[src/rtl/load_store_unit.sv]
// Load/store unit: takes one core request at a time, screens it for range, type and alignment,
// drives the DataMemory port for a fixed number of cycles and returns a one-cycle response.
module load_store_unit #(
  parameter int unsigned WAIT_CYCLES = 1,
  parameter logic [31:0] DMEM_LO     = 32'h1001_0000,
  parameter logic [31:0] DMEM_HI     = 32'h7FFF_FFFF
) (
  input  logic        clk,
  input  logic        rst,
  input  logic        req_valid,
  output logic        req_ready,
  input  logic        req_write,
  input  logic [1:0]  req_type,
  input  logic        req_signed,
  input  logic [31:0] req_addr,
  input  logic [31:0] req_wdata,
  output logic        resp_valid,
  output logic [31:0] resp_rdata,
  output logic        resp_err,
  output logic [1:0]  resp_errcode,
  output logic [31:0] resp_badvaddr,
  output logic        dm_ren,
  output logic        dm_wen,
  output logic [1:0]  dm_rwtype,
  output logic [31:0] dm_addr,
  output logic [31:0] dm_wdata,
  output logic        dm_sign_extend,
  input  logic [31:0] dm_rdata
);

  typedef enum logic [1:0] {
    S_IDLE   = 2'b00,
    S_ACCESS = 2'b01,
    S_RESP   = 2'b10
  } state_t;

  localparam logic [3:0] WAIT_INIT = 4'(WAIT_CYCLES);

  localparam logic [1:0] TYPE_BYTE = 2'b00;
  localparam logic [1:0] TYPE_HALF = 2'b01;
  localparam logic [1:0] TYPE_WORD = 2'b10;
  localparam logic [1:0] TYPE_BAD  = 2'b11;

  localparam logic [1:0] ERR_NONE     = 2'b00;
  localparam logic [1:0] ERR_ADEL     = 2'b01;
  localparam logic [1:0] ERR_ADES     = 2'b10;
  localparam logic [1:0] ERR_RANGE    = 2'b11;

  state_t      state, state_next;
  logic [3:0]  wait_cnt, wait_cnt_next;
  logic        first_q, first_next;

  logic        lat_write, lat_write_next;
  logic [1:0]  lat_type, lat_type_next;
  logic        lat_signed, lat_signed_next;
  logic [31:0] lat_addr, lat_addr_next;
  logic [31:0] lat_wdata, lat_wdata_next;

  logic [31:0] rdata_q, rdata_next;
  logic        err_q, err_next;
  logic [1:0]  errcode_q, errcode_next;
  logic [31:0] badvaddr_q, badvaddr_next;

  logic [1:0]  size_m1;
  logic [32:0] last_byte;
  logic        range_err;
  logic        misaligned;
  logic        in_access;

  // 33-bit end address so an access that wraps past the top of memory is caught as out of range
  always_comb begin
    size_m1 = 2'd0;
    case (req_type)
      TYPE_HALF: size_m1 = 2'd1;
      TYPE_WORD: size_m1 = 2'd3;
      default:   size_m1 = 2'd0;
    endcase
    last_byte  = {1'b0, req_addr} + {31'b0, size_m1};
    range_err  = (req_type == TYPE_BAD) || (req_addr < DMEM_LO) ||
                 (last_byte > {1'b0, DMEM_HI});
    misaligned = ((req_type == TYPE_HALF) && req_addr[0]) ||
                 ((req_type == TYPE_WORD) && (req_addr[1:0] != 2'b00));
  end

  always_ff @(posedge clk) begin
    if (rst) begin
      state      <= S_IDLE;
      wait_cnt   <= 4'd0;
      first_q    <= 1'b0;
      lat_write  <= 1'b0;
      lat_type   <= 2'b00;
      lat_signed <= 1'b0;
      lat_addr   <= 32'h0;
      lat_wdata  <= 32'h0;
      rdata_q    <= 32'h0;
      err_q      <= 1'b0;
      errcode_q  <= ERR_NONE;
      badvaddr_q <= 32'h0;
    end else begin
      state      <= state_next;
      wait_cnt   <= wait_cnt_next;
      first_q    <= first_next;
      lat_write  <= lat_write_next;
      lat_type   <= lat_type_next;
      lat_signed <= lat_signed_next;
      lat_addr   <= lat_addr_next;
      lat_wdata  <= lat_wdata_next;
      rdata_q    <= rdata_next;
      err_q      <= err_next;
      errcode_q  <= errcode_next;
      badvaddr_q <= badvaddr_next;
    end
  end

  always_comb begin
    state_next      = state;
    wait_cnt_next   = wait_cnt;
    first_next      = first_q;
    lat_write_next  = lat_write;
    lat_type_next   = lat_type;
    lat_signed_next = lat_signed;
    lat_addr_next   = lat_addr;
    lat_wdata_next  = lat_wdata;
    rdata_next      = rdata_q;
    err_next        = err_q;
    errcode_next    = errcode_q;
    badvaddr_next   = badvaddr_q;

    case (state)
      S_IDLE: begin
        if (req_valid) begin
          lat_write_next  = req_write;
          lat_type_next   = req_type;
          lat_signed_next = req_signed;
          lat_addr_next   = req_addr;
          lat_wdata_next  = req_wdata;
          // Range/type faults take priority over misalignment
          if (range_err) begin
            err_next      = 1'b1;
            errcode_next  = ERR_RANGE;
            badvaddr_next = req_addr;
            rdata_next    = 32'h0;
            state_next    = S_RESP;
          end else if (misaligned) begin
            err_next      = 1'b1;
            errcode_next  = req_write ? ERR_ADES : ERR_ADEL;
            badvaddr_next = req_addr;
            rdata_next    = 32'h0;
            state_next    = S_RESP;
          end else begin
            wait_cnt_next = WAIT_INIT;
            first_next    = 1'b1;
            state_next    = S_ACCESS;
          end
        end
      end
      S_ACCESS: begin
        first_next = 1'b0;
        if (wait_cnt != 4'd0) begin
          wait_cnt_next = wait_cnt - 4'd1;
        end else begin
          if (!lat_write) begin
            rdata_next = dm_rdata;
          end
          state_next = S_RESP;
        end
      end
      S_RESP: begin
        rdata_next    = 32'h0;
        err_next      = 1'b0;
        errcode_next  = ERR_NONE;
        badvaddr_next = 32'h0;
        state_next    = S_IDLE;
      end
      default: begin
        state_next = S_IDLE;
      end
    endcase
  end

  assign in_access = (state == S_ACCESS);

  assign req_ready     = (state == S_IDLE);
  assign resp_valid    = (state == S_RESP);
  assign resp_rdata    = rdata_q;
  assign resp_err      = err_q;
  assign resp_errcode  = errcode_q;
  assign resp_badvaddr = badvaddr_q;

  // A store writes memory once; rst suppresses that write even mid-cycle
  assign dm_ren         = in_access && !lat_write;
  assign dm_wen         = in_access && lat_write && first_q && !rst;
  assign dm_rwtype      = in_access ? lat_type   : 2'b00;
  assign dm_addr        = in_access ? lat_addr   : 32'h0;
  assign dm_wdata       = in_access ? lat_wdata  : 32'h0;
  assign dm_sign_extend = in_access ? lat_signed : 1'b0;

endmodule
[config.mk]
export PLATFORM = sky130hd
export DESIGN_NAME = load_store_unit
export DESIGN_NICKNAME = d
export VERILOG_FILES = /design/src/rtl/load_store_unit.sv
export SDC_FILE = /design/constraint.sdc
export NUM_CORES = 1
export LEC_CHECK = 0
export CORE_MARGIN = 2
export CORE_UTILIZATION = 46
export DETAILED_ROUTE_END_ITERATION = 8
export GPL_TIMING_DRIVEN = 0
export MAX_ROUTING_LAYER = met4
export PLACE_DENSITY = 0.92
export SYNTH_ARGS = -nofsm -noshare
export SYNTH_HDL_FRONTEND = slang
export SYNTH_SLANG_ARGS = --single-unit
[constraint.sdc]
create_clock -name clk -period 7.3 [get_ports clk]
set_input_delay 1.46 -clock clk [delete_from_list [all_inputs] [get_ports clk]]
set_output_delay 1.46 -clock clk [all_outputs]
set_load 0.03 [all_outputs]
Word-level counts from Yosys, hierarchy flattened
Cells that the tools add are included.
{"block": "word_totals", "regBits": 142, "inputBits": 103}
{"block": "op_classes", "order_cmp": 2, "muxes": 38, "add_sub_neg": 2, "reduce_logical": 23, "n_eq_ne": 12}
{"cell": "$mux W32", "count": 10}
{"cell": "$pmux W32 S3", "count": 1}
{"cell": "$pmux W32 S2", "count": 1}
{"cell": "$add A32 B2 Y33", "count": 1}
{"cell": "$gt A33 B31 Y1 const B", "count": 1}
{"cell": "$lt A32 B29 Y1 const B", "count": 1}
{"cell": "$mux W2", "count": 9}
{"cell": "$mux W4", "count": 4}
{"cell": "$pmux W2 S2", "count": 3}
{"cell": "$ne A2 B2 Y1 const B", "count": 5}
{"cell": "$reduce_and A5 Y1", "count": 2}
{"cell": "$pmux W4 S2", "count": 1}
{"cell": "$mux W1", "count": 7}
{"cell": "$eq A2 B2 Y1 const B", "count": 3}
{"cell": "$logic_and A1 B1 Y1", "count": 6}
{"cell": "$reduce_bool A2 Y1", "count": 3}
{"cell": "$eq A2 B1 Y1 const B", "count": 2}
{"cell": "$pmux W1 S2", "count": 2}
{"cell": "$reduce_and A2 Y1", "count": 2}
{"cell": "$reduce_and A4 Y1", "count": 1}
{"cell": "$reduce_bool A4 Y1", "count": 1}
{"cell": "$sub A4 B1 Y4 const B", "count": 1}
{"cell": "$logic_or A1 B1 Y1", "count": 3}
{"cell": "$ne A3 B1 Y1 const B", "count": 1}
{"cell": "other kinds (5)", "count": 6}

Depth between registers and ports, before layout
{"block": "depth", "word_depth": 8, "depth_mapped": 12, "ltp_nobuf": 11}

Worst setup path after synthesis
Ideal clock, no wire load.
{"block": "synth_path", "path_kind": "input to output", "from": "input rst", "to": "output dm_wen", "arrival_time_ns": 2.601, "n_path_buf": 2, "path_stages": 3, "required_ns": 5.840, "slack_ns": 3.239, "cell_sequence": "clkbuf_1 -> clkbuf_1 -> nor3_1"}
{"block": "synth_via", "elab_chain_cells": 2}
{"item": "start: declaration", "line_no": "9", "rtl": "input logic rst,"}
{"item": "$logic_not A1 Y1", "line_no": "192", "rtl": "assign dm_wen = in_access && lat_write && first_q && !rst;"}
{"item": "$logic_and A1 B1 Y1", "line_no": "192"}
{"item": "end: declaration", "line_no": "23", "rtl": "output logic dm_wen,"}
Every way passes these cells.

Worst setup path in the final report
{"block": "layout_path", "from": "register state[0]", "to": "output dm_wdata[16]"}
{"block": "layout_via", "elab_chain_cells": 2}
{"item": "start: declaration", "line_no": "49", "rtl": "state_t state, state_next;"}
{"item": "start signal: assignment", "line_no": "100", "rtl": "state <= state_next;"}
{"item": "$eq A2 B1 Y1", "line_no": "181", "rtl": "assign in_access = (state == S_ACCESS);"}
{"item": "$mux W32", "line_no": "195", "rtl": "assign dm_wdata = in_access ? lat_wdata : 32'h0;"}
{"item": "end: declaration", "line_no": "26", "rtl": "output logic [31:0] dm_wdata,"}
Every way passes these cells.

==> out/results.ini <==
[synthesis]
synthSimpleGateAreaFrac=0.2305
synthCells=630
synth_top_family_by_area=simple AND/OR/NAND/NOR gates
synthFlopType=dfxtp_1
synth-adder-area-share=0.01686
ys_top_cells_by_area=dfxtp_1, nand2_1, and2_1, a21oi_1, a22o_1
ys_seq_area_frac=0.5041
syn_avg_cell_area_um2=8.951
synth_top_area_frac=0.5041
synth_mux_area_frac=0.003994
synth_edf_count=0
synth_seq_cells=142
ys_types=41
synth_xor_area_frac=0
synth-compound-area-share=0.2035
ys_warn_count=0
yosysTopAreaCell=dfxtp_1
synth.net_count=740
ys_async_sr_fraction=0
syn_area_mm2=0.005639

[setup_path]
startpoint=state[0]$_SDFFE_PP0P_
timing_worst_setup_path_type=reg -> out
reg2reg_from=wait_cnt[0]$_SDFFE_PP0P_
rrSetupSlack_ns=4.92
r2r.worst_path.cells=6
crit_path_max_fanout=10
regToRegEndpoint=resp_rdata[13]$_SDFFE_PP0P_
endpoint_kind=primary output
start_kind=register
cp_data_arrival_time_ns=3.26
cp.required_ns=5.84

[final_layout]
syn2layout_area_growth_pct=57.02
mostFrequentLayoutCells=clkdlybuf4s50_1, nand2_1, dfxtp_1
drive_above_1_share=0.08444
antenna_cells=0
regArea_mm2=0.002843
final_cells=1047
nets=998
layout_commonest_cell=clkdlybuf4s50_1
n_fill_cell=878
multi_input_area_mm2=0.002565

[grt]
grt_overflow=0
grt_pass1_wl_um=26700
grt_usage=0.2699
grt_pass1_vias=5139
grt_antenna_before_repair=0
grt_max_degree=17

[clock_tree]
cts_tree=yes
numCtsBuffers=17
cts_resized=0
cts_root_buf=clkbuf_16
postCtsSetupRepairBufs=0
clock_latency_ns=0.42
clk_pin_slew_ns=0.06
ctsHoldBuffers=0
ctsHtreeMaxLevel=4
clk_path_buf_depth=2
cts_num_sinks=142

[power_and_ir_drop]
intPower_mw=1.567
power_switching_uw=526.0
swShare=0.2514
vdd_ir_drop_max_uv=166.1
powerDensity_mw_per_mm2=236.3
power.static_leakage_nw=3.380
finalPower_mw=2.093
power_frac_seq=0.404
p_clk_frac=0.446
p_comb_frac=0.150

[sta]
setup_viol=0
fin_crit_sh=0.6470
slew_viol_final=0
worst_pin_slew_ns=1.015
maxSlewHeadroom=0.3169
rsz0062_at_grt=false
fmax_ghz=0.2117
final.min_clock_period_ns=4.723
fin_skew_ns=0.006843
fin_setup_tns_ns=0
hold_viol=0

[placed_design]
dp_hpwl_um=12930
portBuffers=239
placedCellCount=1016
gp_congestion=0.9205

[detailed_routing]
wl_per_cell_um=17.13
drcViolationCount=0
ant_nets=0
viasPerCell=5.342
vias=5593
drt_pass1_iterations=5
drt_iter0_drc=410
wl_um=17940

[die]
core_mm2=0.01201
die_area_mm2=0.01316
die_w_um=114.7
placementRows=40
io_pins=241
fp.dieH_um=114.7
start_util=0.4695

[flow_run]
max-cap-violations=0

[min_path]
hold_depth=2
hold_class=reg -> reg
hold_start=lat_addr[10]$_SDFFE_PP0P_
whs_endpoint=lat_addr[10]$_SDFFE_PP0P_

[run_status]
status=completed

stage by stage:
step	utilization	instance area [um2]	setup slack (ns)	hold slack, ns
6_report	0.7372	8855	2.577	0.4476
4_1_cts	0.7372	8855	2.519	0.4497
5_1_grt	0.7372	8855	2.303	0.4649
3_5_place_dp	0.6840	8215	2.491	0.4412
2_1_floorplan	-	5639	3.239	0.4317
3_3_place_gp	0.6840	8215	2.517	0.4361
cells in the mapped netlist, types with 2 or more instances:
| library cell | instances |
|---|---|
| clkbuf_1 | 32 |
| a22o_2 | 26 |
| nand2b_1 | 2 |
| or3_1 | 3 |
| nand3_1 | 8 |
| nor4_1 | 7 |
| o21ai_0 | 2 |
| a22oi_1 | 2 |
| dfxtp_1 | 142 |
| ha_1 | 6 |
| o22ai_1 | 3 |
| a22o_1 | 40 |
| buf_1 | 2 |
| nand4_1 | 13 |
| nand2_1 | 147 |
| and2_1 | 69 |
| buf_2 | 8 |
| nor2_1 | 7 |
| nor3_1 | 6 |
| buf_6 | 3 |
| a21o_1 | 2 |
| and3_1 | 2 |
| inv_1 | 8 |
| a21oi_1 | 72 |
| nor2b_1 | 2 |
power groups by stage:
stage / Clock, mW / Sequential [mW] / Combinational [mW]
after floorplan: 0 / 0.890 / 0.130
after global placement: 0 / 0.858 / 0.305
after detailed placement: 0 / 0.860 / 0.312
after CTS: 0.939 / 0.844 / 0.315
after global routing: 0.977 / 0.849 / 0.338
final: 0.933 / 0.845 / 0.315
state kept, by name, indices dropped and copies added, names as in the netlist:
| register | cells |
|---|---|
| first_q | 1 |
| resp_rdata | 32 |
| lat_type | 2 |
| wait_cnt | 4 |
| state | 2 |
| lat_wdata | 32 |
| lat_signed | 1 |
| resp_err | 1 |
| lat_write | 1 |
| lat_addr | 32 |
| resp_errcode | 2 |
| resp_badvaddr | 32 |
how the worst max path moves through the flow:
stage / end / cells after the start
final: dm_wdata[16] / 6
after global routing: dm_wdata[7] / 6
after CTS: dm_wdata[16] / 6
after detailed placement: resp_badvaddr[21]$_SDFFE_PP0P_ / 13
after global placement: resp_badvaddr[31]$_SDFFE_PP0P_ / 13
after floorplan: dm_wen / 3
layout make-up:
class | count | area share
Sequential cell | 142 | 0.3210
Multi-Input combinational cell | 435 | 0.2897
Timing Repair Buffer | 239 | 0.2702
Clock buffer | 21 | 0.05426
Buffer | 45 | 0.02275
Tap cell | 147 | 0.02077
Clock inverter | 10 | 0.01795
Inverter | 8 | 0.003391
critical path: stages (launching register included):
cell and delay, ns:
dfxtp_1 0.39, clkbuf_1 0.32, nor2b_1 0.48, clkbuf_1 0.45, clkbuf_1 0.33, and2_1 0.20
clkdlybuf4s50_1 0.67
cell families (layout without fill, tap and decap cells):
logic type | after synthesis | count (layout)
AO/OA/AOI/OAI | 157 | 157
multiplexers | 1 | 1
AND/OR/NAND/NOR | 270 | 270
flip-flops | 142 | 142
buffers and inverters | 53 | 323
adder cells (fa/ha/maj) | 7 | 7
metal layers:
| layer | vias up | wire length [um] | GRT usage |
|---|---|---|---|
| met2 | 238 | 8725 | 0.4414 |
| met4 | 0 | 433 | 0.09317 |
| met5 | - | 0 | - |
| met3 | 36 | 1500 | 0.08788 |
| li1 | 2695 | - | - |
| met1 | 2624 | 7279 | 0.3129 |
(Power assumes the default switching activity.)
